## config.mk

```make
export PLATFORM = sky130hd
export DESIGN_NAME = md5_search_ctrl_flat
export DESIGN_NICKNAME = d
export VERILOG_FILES = /design/src/rtl/md5_search_pkg.sv /design/src/rtl/md5_search_ctrl_if.sv /design/src/rtl/md5_hit_encoder.sv /design/src/rtl/md5_search_ctrl.sv /design/src/flat_wrapper.sv
export SDC_FILE = /design/constraint.sdc
export NUM_CORES = 1
export LEC_CHECK = 0
export CORE_UTILIZATION = 45
export DETAILED_ROUTE_END_ITERATION = 16
export MAX_ROUTING_LAYER = met4
export PLACE_DENSITY = 0.71
export SLEW_MARGIN = 0
export SYNTH_ARGS = -nofsm -noshare
export SYNTH_HDL_FRONTEND = slang
export SYNTH_SLANG_ARGS = --single-unit
```

## constraint.sdc

```tcl
create_clock -name CLK -period 6.7 [get_ports CLK]
set_clock_uncertainty 0.2 [all_clocks]
set_input_delay 0.67 -clock CLK [delete_from_list [all_inputs] [get_ports CLK]]
set_output_delay 0.67 -clock CLK [all_outputs]
set_load 0.005 [all_outputs]
```

## src/rtl/md5_search_pkg.sv

```systemverilog
// rtl/md5_search_pkg.sv - shared types and constants for the MD5 search controller
package md5_search_pkg;

    // One-hot controller states
    typedef enum logic [5:0] {
        ST_IDLE  = 6'b000001,
        ST_WARM  = 6'b000010,
        ST_RUN   = 6'b000100,
        ST_DRAIN = 6'b001000,
        ST_FOUND = 6'b010000,
        ST_DONE  = 6'b100000
    } state_e;

    // Bit positions inside the status vector {paused, running, warming, found, done}
    localparam int STAT_PAUSED  = 4;
    localparam int STAT_RUNNING = 3;
    localparam int STAT_WARMING = 2;
    localparam int STAT_FOUND   = 1;
    localparam int STAT_DONE    = 0;

    // Base status pattern per state; enable- and hit-dependent bits are patched in later
    localparam logic [4:0] STAT_V_IDLE  = 5'b10000;
    localparam logic [4:0] STAT_V_WARM  = 5'b01100;
    localparam logic [4:0] STAT_V_RUN   = 5'b01000;
    localparam logic [4:0] STAT_V_FOUND = 5'b00010;
    localparam logic [4:0] STAT_V_DONE  = 5'b00001;

    // Lane index width; never below one bit so the lane field is always present
    function automatic int lane_bits(input int n);
        return (n <= 1) ? 1 : $clog2(n);
    endfunction

endpackage

```

## src/rtl/md5_search_ctrl_if.sv

```systemverilog
// rtl/md5_search_ctrl_if.sv - controller to hash-pipeline lane bundle
interface md5_search_ctrl_if #(
    parameter int NUM_LANES = 8,
    parameter int CW        = 29
);
    logic [CW-1:0]        base_out;
    logic                 pipe_en;
    logic [NUM_LANES-1:0] lane_found;

    modport master (
        output base_out,
        output pipe_en,
        input  lane_found
    );

    modport slave (
        input  base_out,
        input  pipe_en,
        output lane_found
    );
endinterface

```

## src/rtl/md5_hit_encoder.sv

```systemverilog
// rtl/md5_hit_encoder.sv - reduces per-lane match flags to any / lowest index / multi
module md5_hit_encoder #(
    parameter int NUM_LANES = 8,
    parameter int LANE_BITS = 3
) (
    input  logic [NUM_LANES-1:0] lane_found,
    output logic                 hit_any,
    output logic [LANE_BITS-1:0] hit_idx,
    output logic                 hit_multi
);

    assign hit_any   = |lane_found;
    // Clearing the lowest set bit leaves something only when two or more bits were set
    assign hit_multi = |(lane_found & (lane_found - NUM_LANES'(1)));

    // Scan downwards so the lowest set lane is the one left standing
    always_comb begin
        hit_idx = '0;
        for (int i = NUM_LANES - 1; i >= 0; i--) begin
            if (lane_found[i]) begin
                hit_idx = LANE_BITS'(i);
            end
        end
    end

endmodule

```

## src/rtl/md5_search_ctrl.sv

```systemverilog
// rtl/md5_search_ctrl.sv - base-count issue, warm-up, drain and hit capture for the MD5 search
module md5_search_ctrl
    import md5_search_pkg::*;
#(
    parameter int  NUM_LANES    = 8,
    parameter int  CW           = 29,
    parameter int  PIPE_LATENCY = 64,
    localparam int LANE_BITS    = lane_bits(NUM_LANES)
) (
    input  logic                    CLK,
    input  logic                    reset,
    input  logic                    enable,
    input  logic                    found_ack,
    md5_search_ctrl_if.master       lanes,
    output logic                    status_paused,
    output logic                    status_running,
    output logic                    status_warming,
    output logic                    status_found,
    output logic                    status_done,
    output logic [CW+LANE_BITS-1:0] match_value,
    output logic [7:0]              hit_count,
    output logic                    multi_hit
);

    localparam int             CNT_W    = $clog2(PIPE_LATENCY + 1);
    localparam logic [CNT_W-1:0] LAST_CNT = CNT_W'(PIPE_LATENCY - 1);
    localparam logic [CW-1:0]  LAT_CW   = CW'(PIPE_LATENCY);
    localparam logic [CW-1:0]  BASE_MAX = '1;

    state_e                  state_q, state_d;
    state_e                  ret_q, ret_d;
    logic [CW-1:0]           base_q, base_d;
    logic [CNT_W-1:0]        cnt_q, cnt_d;
    logic [CW+LANE_BITS-1:0] match_value_q, match_value_d;
    logic [7:0]              hit_count_q, hit_count_d;
    logic                    multi_hit_q, multi_hit_d;

    logic                    pipe_en;
    logic [4:0]              status;
    logic                    capture;
    logic                    hit_any;
    logic                    hit_multi;
    logic [LANE_BITS-1:0]    hit_idx;

    md5_hit_encoder #(
        .NUM_LANES (NUM_LANES),
        .LANE_BITS (LANE_BITS)
    ) u_hit_encoder (
        .lane_found (lanes.lane_found),
        .hit_any    (hit_any),
        .hit_idx    (hit_idx),
        .hit_multi  (hit_multi)
    );

    // State and datapath registers; reset wipes every captured result
    always_ff @(posedge CLK) begin
        if (reset) begin
            state_q       <= ST_IDLE;
            ret_q         <= ST_RUN;
            base_q        <= '0;
            cnt_q         <= '0;
            match_value_q <= '0;
            hit_count_q   <= '0;
            multi_hit_q   <= 1'b0;
        end else begin
            state_q       <= state_d;
            ret_q         <= ret_d;
            base_q        <= base_d;
            cnt_q         <= cnt_d;
            match_value_q <= match_value_d;
            hit_count_q   <= hit_count_d;
            multi_hit_q   <= multi_hit_d;
        end
    end

    // Next state: fill/drain counting, last-issue detection and where to go after a hit
    always_comb begin
        state_d       = state_q;
        ret_d         = ret_q;
        base_d        = base_q;
        cnt_d         = cnt_q;
        match_value_d = match_value_q;
        hit_count_d   = hit_count_q;
        multi_hit_d   = multi_hit_q;
        capture       = 1'b0;

        if (pipe_en) begin
            base_d = base_q + CW'(1);
        end

        unique case (state_q)
            ST_IDLE: begin
                if (enable) begin
                    state_d = ST_WARM;
                    cnt_d   = '0;
                end
            end
            ST_WARM: begin
                if (pipe_en) begin
                    if (cnt_q == LAST_CNT) begin
                        state_d = ST_RUN;
                        cnt_d   = '0;
                    end else begin
                        cnt_d = cnt_q + CNT_W'(1);
                    end
                end
            end
            ST_RUN: begin
                if (pipe_en) begin
                    if (hit_any) begin
                        // A hit on the last issue still owes a full drain after the ack
                        state_d = ST_FOUND;
                        capture = 1'b1;
                        ret_d   = (base_q == BASE_MAX) ? ST_DRAIN : ST_RUN;
                        if (base_q == BASE_MAX) begin
                            cnt_d = '0;
                        end
                    end else if (base_q == BASE_MAX) begin
                        state_d = ST_DRAIN;
                        cnt_d   = '0;
                    end
                end
            end
            ST_DRAIN: begin
                if (pipe_en) begin
                    cnt_d = cnt_q + CNT_W'(1);
                    if (hit_any) begin
                        state_d = ST_FOUND;
                        capture = 1'b1;
                        ret_d   = (cnt_q == LAST_CNT) ? ST_DONE : ST_DRAIN;
                    end else if (cnt_q == LAST_CNT) begin
                        state_d = ST_DONE;
                    end
                end
            end
            ST_FOUND: begin
                if (found_ack) begin
                    state_d = ret_q;
                end
            end
            ST_DONE: begin
                state_d = ST_DONE;
            end
            default: begin
                state_d = ST_IDLE;
            end
        endcase

        // The sampled result belongs to the candidate issued PIPE_LATENCY advances ago
        if (capture) begin
            match_value_d = {base_q - LAT_CW, hit_idx};
            hit_count_d   = (hit_count_q == 8'hFF) ? hit_count_q : hit_count_q + 8'd1;
            multi_hit_d   = multi_hit_q | hit_multi;
        end
    end

    // Outputs: combinational pipe_en so a pause stalls the lanes in the same cycle
    always_comb begin
        pipe_en = enable && (state_q inside {ST_WARM, ST_RUN, ST_DRAIN});
        status  = STAT_V_IDLE;
        unique case (state_q)
            ST_IDLE: begin
                status = STAT_V_IDLE;
            end
            ST_WARM: begin
                status              = STAT_V_WARM;
                status[STAT_PAUSED] = !enable;
            end
            ST_RUN, ST_DRAIN: begin
                status              = STAT_V_RUN;
                status[STAT_PAUSED] = !enable;
            end
            ST_FOUND: begin
                status = STAT_V_FOUND;
            end
            ST_DONE: begin
                status             = STAT_V_DONE;
                status[STAT_FOUND] = (hit_count_q != 8'd0);
            end
            default: begin
                status = STAT_V_IDLE;
            end
        endcase
    end

    assign lanes.pipe_en  = pipe_en;
    assign lanes.base_out = base_q;

    assign status_paused  = status[STAT_PAUSED];
    assign status_running = status[STAT_RUNNING];
    assign status_warming = status[STAT_WARMING];
    assign status_found   = status[STAT_FOUND];
    assign status_done    = status[STAT_DONE];

    assign match_value = match_value_q;
    assign hit_count   = hit_count_q;
    assign multi_hit   = multi_hit_q;

endmodule
```

## src/flat_wrapper.sv

```systemverilog
// flat-port wrapper written by rule: the top's interface ports become plain ports
module md5_search_ctrl_flat import md5_search_pkg::*;
#(
    parameter int  NUM_LANES    = 8,
    parameter int  CW           = 29,
    parameter int  PIPE_LATENCY = 64,
    localparam int LANE_BITS    = lane_bits(NUM_LANES)
)
  (CLK, reset, enable, found_ack, status_paused, status_running, status_warming, status_found, status_done, match_value, hit_count, multi_hit, lanes_base_out, lanes_pipe_en, lanes_lane_found);
  md5_search_ctrl_if #(.NUM_LANES(NUM_LANES), .CW(CW)) lanes_i ();
  input  logic CLK;
  input  logic reset;
  input  logic enable;
  input  logic found_ack;
  output logic status_paused;
  output logic status_running;
  output logic status_warming;
  output logic status_found;
  output logic status_done;
  output logic [CW+LANE_BITS-1:0] match_value;
  output logic [7:0] hit_count;
  output logic multi_hit;
  output wire logic [$bits(lanes_i.base_out)-1:0] lanes_base_out;
  output wire logic [$bits(lanes_i.pipe_en)-1:0] lanes_pipe_en;
  input wire logic [$bits(lanes_i.lane_found)-1:0] lanes_lane_found;
  assign lanes_base_out = lanes_i.base_out;
  assign lanes_pipe_en = lanes_i.pipe_en;
  assign lanes_i.lane_found = lanes_lane_found;
  md5_search_ctrl #(.NUM_LANES(NUM_LANES), .CW(CW), .PIPE_LATENCY(PIPE_LATENCY)) u_core (.CLK(CLK), .reset(reset), .enable(enable), .found_ack(found_ack), .lanes(lanes_i), .status_paused(status_paused), .status_running(status_running), .status_warming(status_warming), .status_found(status_found), .status_done(status_done), .match_value(match_value), .hit_count(hit_count), .multi_hit(multi_hit));
endmodule
```

==> impl_metrics.ini, run 1 <==
[critical_path]
max_stage_delay_ps = 550
path_class = reg -> out
worst_setup_path_start_kind = register
path_cells = xor2_2 > o2111ai_4 > clkinv_1 > clkdlybuf4s50_1
crit_family = buffers and inverters
end_kind = output port
cp_max_fo = 19
crit_slowest_cell = clkdlybuf4s50_1
cp_data_required_time_ps = 5830
critical_path_arrival_ps = 2540
path_buf_inv = 2
rrSetupSlack_ps = 3590

[cells_and_area]
multiInputGateArea_mm2 = 0.00256
final_cell_mix = clkdlybuf4s50_1 (86), dfxtp_1 (86), nor2_1 (57)
nets = 632
area_growth_pct = 23.4
n_antenna_cell = 0
final_area_mm2 = 0.00562
finalNonFillerCells = 752
drive_gt1_share_pct = 5.98
nFillCells = 909
regArea_mm2 = 0.00172

[logic_synthesis]
synth_warnings = 0
yosysSeqAreaShare_pct = 37.8
async_reset_ff_share_pct = 0
ys_ff_latch = 86
syn_inst = 558
syn-num-nets = 576
synth-edff-count = 0
synth-compound-area-share_pct = 16.5
syn_area_mm2 = 0.00456
synth_fa_ha_area_share_pct = 2.09
syn_avg_cell_area_um2 = 8.16
synthFlopType = dfxtp_1
synth_mux_area_share_pct = 0.906
synthDistinctLibCells = 66
synth-xor-area-share_pct = 7.47
synth_simple_gate_area_share_pct = 29.1
synth_top_family_by_area = simple AND/OR/NAND/NOR gates

[sta]
slew_headroom_pct = 37.2
worst_pin_slew_ps = 943
hold_viol_final = 0
slew_violations = 0
setup_viol = 0
fmax_mhz = 293
rsz0062_at_grt = no
period_share_pct = 50.9
fin_crit_ps = 3410
tns_ps = 0
worst_hold_slack_ps = 257

[clock_tree]
hold_buffers = 0
cts_tree = done
clock-sinks = 86
ctsResizeCount = 0
clk_latency_ps = 350
htree_levels = 3
clk_path_buf_depth = 2
numCtsBuffers = 9
path_clk_slew_ps = 80
post-cts-setup-buffers = 0
root_buffer = clkbuf_8

[power]
clockPowerShare_pct = 37.9
power_switching_share_pct = 25.6
power.switching_uw = 273
pwr-share-comb_pct = 12.0
leakage_nw = 1.88
p_int_uw = 794
ir_drop_uv = 114
pwr-share-seq_pct = 50.1
powerDensity_mw_per_mm2 = 190

[detailed_routing]
first_iter_violations = 277
routed_wl_um = 11500
firstDrtPassIters = 5
vias = 4243
ant_nets = 0
post-route-drc-count = 0
wire_per_inst_um = 15.4
avgViaCountPerCell = 5.64

[floorplan]
die_y_um = 103
core_area_mm2 = 0.00977
pin_count = 88
die_w_um = 103
dieArea_mm2 = 0.0105
num_rows = 36
start_util_pct = 46.6

[global_route]
grt_max_degree = 83
grt_pass1_wl_um = 18800
grt_pass1_vias = 3855
grtUsageTotal_pct = 23.2
antenna_found_initial = 0
grt_overflow_total = 0

[placed_design]
io_buffers = 87
placedCellCount = 736
placed_area_mm2 = 0.00540
hpwl_um = 8000
gp_congestion = 0.882

[run_status]
status = completed

[flow_run]
maxCapViolCount = 0

[hold_path]
min_path_type = reg -> reg
==> synth_stat cells, types with 6 or more instances <==
library cell,n,share of area [%]
o21ai_0,19,2.1
nand4_1,14,1.9
buf_2,15,1.6
xor2_1,12,2.3
a211oi_1,20,3.3
nand3_1,25,2.7
nor4_1,14,1.9
nand2_1,50,4.1
inv_1,19,1.6
dfxtp_1,86,38
and3_1,6,0.82
nor2_1,57,4.7
ha_1,6,1.6
o31ai_1,7,1.2
or4_1,9,1.5
a21oi_1,38,4.2
or3_1,14,1.9
clkbuf_1,25,2.1
o21ai_1,6,0.66
nor3_1,14,1.5
xnor2_1,25,4.8
==> final cells by class <==
cell class / count / share of cell area [%]
clock buffers: 11 / 2.52
clock inverters: 5 / 1.47
inverters: 21 / 1.40
multi-input cells: 408 / 45.5
flip-flops and latches: 86 / 30.6
well taps: 133 / 2.96
repair buffers: 88 / 15.5
==> power by group through the flow <==
stage               sequential (mW)  clock [mW]  combinational (mW)
global route                  0.537       0.433               0.140
global placement              0.546           0               0.125
finish                        0.535       0.405               0.128
CTS                           0.535       0.412               0.127
detailed placement            0.547           0               0.126
floorplan                     0.534           0              0.0993
==> final timing paths <==
check | from | to | cells after the start
worst max-delay path | u_core.state_q[2] | lanes_pipe_en | 4
worst min-delay path | u_core.match_value[8] | u_core.match_value[8] | 2
worst max register to register | u_core.state_q[1] | u_core.match_value[13] | 5
worst min register to register | u_core.match_value[8] | u_core.match_value[8] | 2
==> state kept, by name, indices dropped and copies added, names as in the netlist <==
| register | cells |
|---|---|
| u_core.match_value | 32 |
| u_core.lanes.base_out | 29 |
| u_core.hit_count | 8 |
| u_core.cnt_q | 7 |
| u_core.state_q | 6 |
| u_core.ret_q | 3 |
| u_core.multi_hit | 1 |
==> worst min-delay path, delay by kind of cell (launching register included) <==
family | cells | cell delay, ps
compound gates | 1 | 50
flops | 1 | 310
simple gates | 1 | 50
==> kinds of logic (layout without fill, tap and decap cells) <==
logic type                 after synthesis  in the layout
xor gates and xnor gates                38             38
muxes                                    4              4
adders and majority gates                8              8
DFF                                     86             86
buffers and inverters                   64            125
and+or+nand+nor                        243            243
AOI/OAI and AO/OA                      115            115
==> routing by layer <==
layer / up-vias / GRT usage (%) / wire [µm]
met5: - / - / 0
li1: 2123 / - / -
met1: 1996 / 30.7 / 5330
met2: 108 / 36.9 / 5450
met4: 0 / 7.36 / 175
met3: 16 / 2.78 / 592
==> through the flow <==
stage	power, mW	setup WS, ps	utilization [%]
final	1.07	3290	57.5
after global routing	1.11	3140	57.5
after CTS	1.07	3310	57.5
after detailed placement	0.673	3370	55.2
after global placement	0.670	3420	55.2
after floorplan	0.633	4230	-
Note: power is estimated with default switching activity, not from simulation.
==> inputs of run 2 (changes only) <==
- PLACE_DENSITY: 0.71 -> 0.74
- clock period: 6.7 -> 2.9 ns (I/O delays scaled with it)
==> impl_metrics.ini, run 2 (same netlist as run 1, synthesis figures left out) <==
[run_status]
status = completed

[placed_design]
gp_congestion = 0.912
io_buffers = 87
placedCellCount = 755
pre_cts_slack_ps = 293
placed_area_mm2 = 0.00554
hpwl_um = 8390

[sta]
finalWorstSetupSlack_ps = 76.6
slew_headroom_pct = 38.2
period_share_pct = 97.4
slew_violations = 0
hold_viol_final = 0
rsz0062_at_grt = no
worst_hold_slack_ps = 53.7
setup_viol = 0
fin_crit_ps = 2820
tns_ps = 0
fmax_mhz = 354
worst_pin_slew_ps = 927

[global_route]
grtUsageTotal_pct = 23.6
grt_pass1_wl_um = 18900
grt_max_degree = 59
antenna_found_initial = 0
grt_pass1_vias = 3890
grt_overflow_total = 0

[clock_tree]
clk_path_buf_depth = 2
numCtsBuffers = 9
hold_buffers = 0
clk_latency_ps = 350
root_buffer = clkbuf_8
clock-sinks = 86
cts_tree = done
post-cts-setup-buffers = 0
path_clk_slew_ps = 80
htree_levels = 3

[critical_path]
cp_max_fo = 9
crit_slowest_cell = or4_4
worst_setup_path_start_kind = register
critical_path_arrival_ps = 2330
end_kind = output port
path_class = reg -> out
path_cells = or4_4 > or3b_2 > inv_1 > clkdlybuf4s50_1
max_stage_delay_ps = 530
cp_data_required_time_ps = 2410

[flow_run]
maxCapViolCount = 0

[cells_and_area]
final_area_mm2 = 0.00578
final_cell_mix = clkdlybuf4s50_1 (85), dfxtp_1 (83), nor2_1 (57)
drive_gt1_share_pct = 9.56
nets = 651
n_antenna_cell = 0
layout_commonest_cell = clkdlybuf4s50_1
finalNonFillerCells = 771
largest_reg_flops = 32
area_growth_pct = 26.9
nFillCells = 916

[floorplan]
start_util_pct = 46.6
core_area_mm2 = 0.00977
dieArea_mm2 = 0.0105
pin_count = 88
num_rows = 36
die_y_um = 103
die_w_um = 103

[detailed_routing]
avgViaCountPerCell = 5.59
post-route-drc-count = 0
firstDrtPassIters = 5
wire_per_inst_um = 15.4
routed_wl_um = 11900
vias = 4311
first_iter_violations = 212
ant_nets = 0

[power]
ir_drop_uv = 280
leakage_nw = 1.99
powerDensity_mw_per_mm2 = 437

[hold_path]
min_path_type = in -> reg
==> run 2: changes by cell type in the layout (fill, tap and decap cells not counted), sizes merged <==
cell	delta
clkdlybuf4s50	-1
dlygate4sd2	+1
buf	+19
clkinv	+3
clkinvlp	-3
==> run 2: path summary, 6_finish.rpt <==
check	from	to	slack (ps)	cells past startpoint
worst max-delay path	u_core.state_q[1]	status_done	80	4
worst min-delay path	reset	u_core.state_q[1]	50	3
worst max register to register	u_core.lanes.base_out[6]	u_core.lanes.base_out[24]	280	6
worst min register to register	u_core.match_value[4]	u_core.match_value[4]	260	2
==> run 2: where the power goes <==
group	leakage, nW	internal [mW]	switching [mW]	total [mW]
logic	1.18	0.153	0.179	0.332
clock network	0.113	0.511	0.447	0.958
registers	0.695	1.20	0.0336	1.24
total	1.99	1.87	0.660	2.53
==> run 2: cell type report <==
class	count	area [µm²]	area share, %
clock inverters	5	82.6	1.43
flip-flops and latches	86	1730	29.9
clock buffers	11	141	2.45
repair buffers	107	1010	17.6
multi-input cells	408	2570	44.4
inverters	21	78.8	1.36
well taps	133	166	2.88
==> run 2: layer usage <==
layer  track usage, %  share of wire [%]  vias to the layer above
met5                -                  0                        -
met4             8.24                1.7                        0
met3             3.46                5.2                       15
met2             37.3                 48                      123
met1             30.6                 45                     2017
li1                 -                  -                     2156
==> run 2: stage by stage <==
stage / util (%) / power [mW]
2_1_floorplan: - / 1.46
3_3_place_gp: 56.7 / 1.58
3_5_place_dp: 56.7 / 1.58
4_1_cts: 59.1 / 2.53
5_1_grt: 59.1 / 2.62
6_report: 59.1 / 2.53
==> run 2: repair_timing <==
action | 4_1_cts | 5_1_grt
resized for setup | 5 | 2
endpoints found under the hold margin | 0 | 0
endpoints found under the setup margin | 1 | 2
pin swaps | 0 | 0
==> run 2: worst max-delay path, delay by kind of cell (launching register included) <==
kind / cells / cell delay [ps]
simple gates: 2 / 1020
buf+inv: 2 / 580
flops: 1 / 380
==> inputs of run 3 (changes only) <==
- PLACE_DENSITY: 0.74 -> 0.73
- SYNTH_HIERARCHICAL: default -> 1
==> impl_metrics.ini, run 3 <==
[run_status]
status = completed

[logic_synthesis]
netlist_top_cells_count = dfxtp_1 (86), nor2_1 (62), a21oi_1 (40), nand2_1 (40), o21ai_0 (27)
syn_avg_cell_area_um2 = 8.37
async_reset_ff_share_pct = 0
synthDistinctLibCells = 67
synth_mux_area_share_pct = 0.676
yosys.area.top_type = dfxtp_1
synthFlopType = dfxtp_1
synth_area_leaders = dfxtp_1 (37%), nor2_1 (5.0%), xnor2_1 (4.5%), a21oi_1 (4.3%), xor2_1 (4.0%)
syn-num-nets = 571
synth_top_family_by_area = simple AND/OR/NAND/NOR gates
synth_top_area_share_pct = 37.2
ys_ff_latch = 86
syn_area_mm2 = 0.00463
synth-compound-area-share_pct = 16.1
yosysSeqAreaShare_pct = 37.2
syn_inst = 553
synth-edff-count = 0
synth_warnings = 6
synth_most_common_cell = dfxtp_1
synth-xor-area-share_pct = 8.87
synth_fa_ha_area_share_pct = 1.84
synth_simple_gate_area_share_pct = 28.0

[detailed_routing]
firstDrtPassIters = 4
avgViaCountPerCell = 5.55
wire_per_inst_um = 14.5
vias = 4255
post-route-drc-count = 0
first_iter_violations = 239
ant_nets = 0
routed_wl_um = 11100

[hold_path]
hold_start = reset
holdPathEnd = u_core/match_value[19]
min_path_type = in -> reg
holdPathStages = 2

[cells_and_area]
drive_gt1_share_pct = 9.46
n_antenna_cell = 0
final_core_util_pct = 58.4
finalNonFillerCells = 767
final_cell_mix = clkdlybuf4s50_1 (86), dfxtp_1 (86), nor2_1 (62)
largest_reg_flops = 32
nets = 647
area_growth_pct = 24.5

[sta]
fin_crit_ps = 2800
finalWorstSetupSlack_ps = 96.6
period_share_pct = 96.7
slew_headroom_pct = 51.3
slew_violations = 0
tns_ps = 0
fmax_mhz = 357
setup_viol = 0
hold_viol_final = 0
worst_pin_slew_ps = 728
rsz0062_at_grt = no

[global_route]
grt_pass1_wl_um = 18300
grt_pass1_vias = 3992
grt_max_degree = 62
grt_overflow_total = 0
grtUsageTotal_pct = 22.4
antenna_found_initial = 0

[floorplan]
core_area_mm2 = 0.00986
die_y_um = 103
die_w_um = 103
num_rows = 36
dieArea_mm2 = 0.0107
pin_count = 88
start_util_pct = 46.9

[clock_tree]
cts_tree = done
clock-sinks = 86
hold_buffers = 0
clk_latency_ps = 360
htree_levels = 3
numCtsBuffers = 9
root_buffer = clkbuf_8
clk_path_buf_depth = 2
path_clk_slew_ps = 90

[flow_run]
maxCapViolCount = 0

[critical_path]
worst_setup_path_start_kind = register
cp_data_required_time_ps = 2410
rrSetupSlack_ps = 250
reg2reg_depth = 6
r2r-end = u_core/lanes.base_out[26]
r2r_start = u_core/lanes.base_out[6]
end_kind = output port
critical_path_arrival_ps = 2310
cp_max_fo = 4
path_class = reg -> out

[power]
ir_drop_uv = 262
p_int_mw = 1.74
pwr-share-seq_pct = 51.5
powerDensity_mw_per_mm2 = 418
power.switching_uw = 671
pwr-share-comb_pct = 13.1
power_switching_share_pct = 27.8
clockPowerShare_pct = 35.4
leakage_nw = 2.06

[placed_design]
pre_cts_slack_ps = 100
hpwl_um = 7760
io_buffers = 87
placedCellCount = 751
gp_congestion = 0.881
==> run 3: logic make-up (layout without fill, tap and decap cells) <==
group,after synthesis,count (layout)
compound gates,115,115
mux,3,3
simple gates,237,237
xor+xnor,46,46
flops,86,86
fa+ha+maj,7,7
buf+inv,59,140
==> run 3: layout make-up <==
type	instances	area (µm²)
clock buffer	9	124
clock inverter	7	73.8
fill	895	4100
inverter	20	75.1
multi-input combinational	408	2580
sequential	86	1720
tap	133	166
timing repair buffer	104	1020
==> run 3: through the flow <==
step / hold slack (ps) / power [mW] / area, µm²
floorplan: 240 / 1.47 / 4630
global placement: 248 / 1.57 / 5550
detailed placement: 248 / 1.58 / 5550
CTS: 76.7 / 2.42 / 5750
global route: 101 / 2.51 / 5760
finish: 87.1 / 2.41 / 5760
==> run 3: worst max-delay path by stage <==
stage                                   from                   endpoint  depth (start not counted)
global route             u_core/hit_count[0]               status_found                          6
floorplan           u_core/lanes.base_out[6]  u_core/lanes.base_out[26]                          7
global placement         lanes_lane_found[3]        u_core/hit_count[1]                          8
finish                   u_core/hit_count[0]               status_found                          6
CTS                      u_core/hit_count[0]               status_found                          6
detailed placement       lanes_lane_found[2]     u_core/match_value[26]                          8
==> run 3: worst max-delay path: stages, from the launching register on <==
cell and delay [ps]:
dfxtp_1 360, inv_1 90, ha_1 150, or4b_2 590
nor4_2 190, o21ai_0 110, clkdlybuf4s50_1 450
==> run 3: power by group through the flow <==
stage / combinational (mW) / clock [mW] / sequential [mW]
final: 0.315 / 0.852 / 1.24
after global routing: 0.349 / 0.915 / 1.25
after CTS: 0.312 / 0.873 / 1.24
after detailed placement: 0.310 / 0 / 1.27
after global placement: 0.308 / 0 / 1.27
after floorplan: 0.230 / 0 / 1.24
==> run 3: per-layer routing <==
metal | wire [µm] | GRT usage (%)
met1 | 5190 | 28.4
met5 | 0 | -
met4 | 113 | 8.02
met2 | 5330 | 35.9
met3 | 454 | 3.90
==> run 3: timing repair <==
action,CTS,global route
buffers inserted,0,0
endpoints found under the setup margin,0,2
resized for setup,0,2
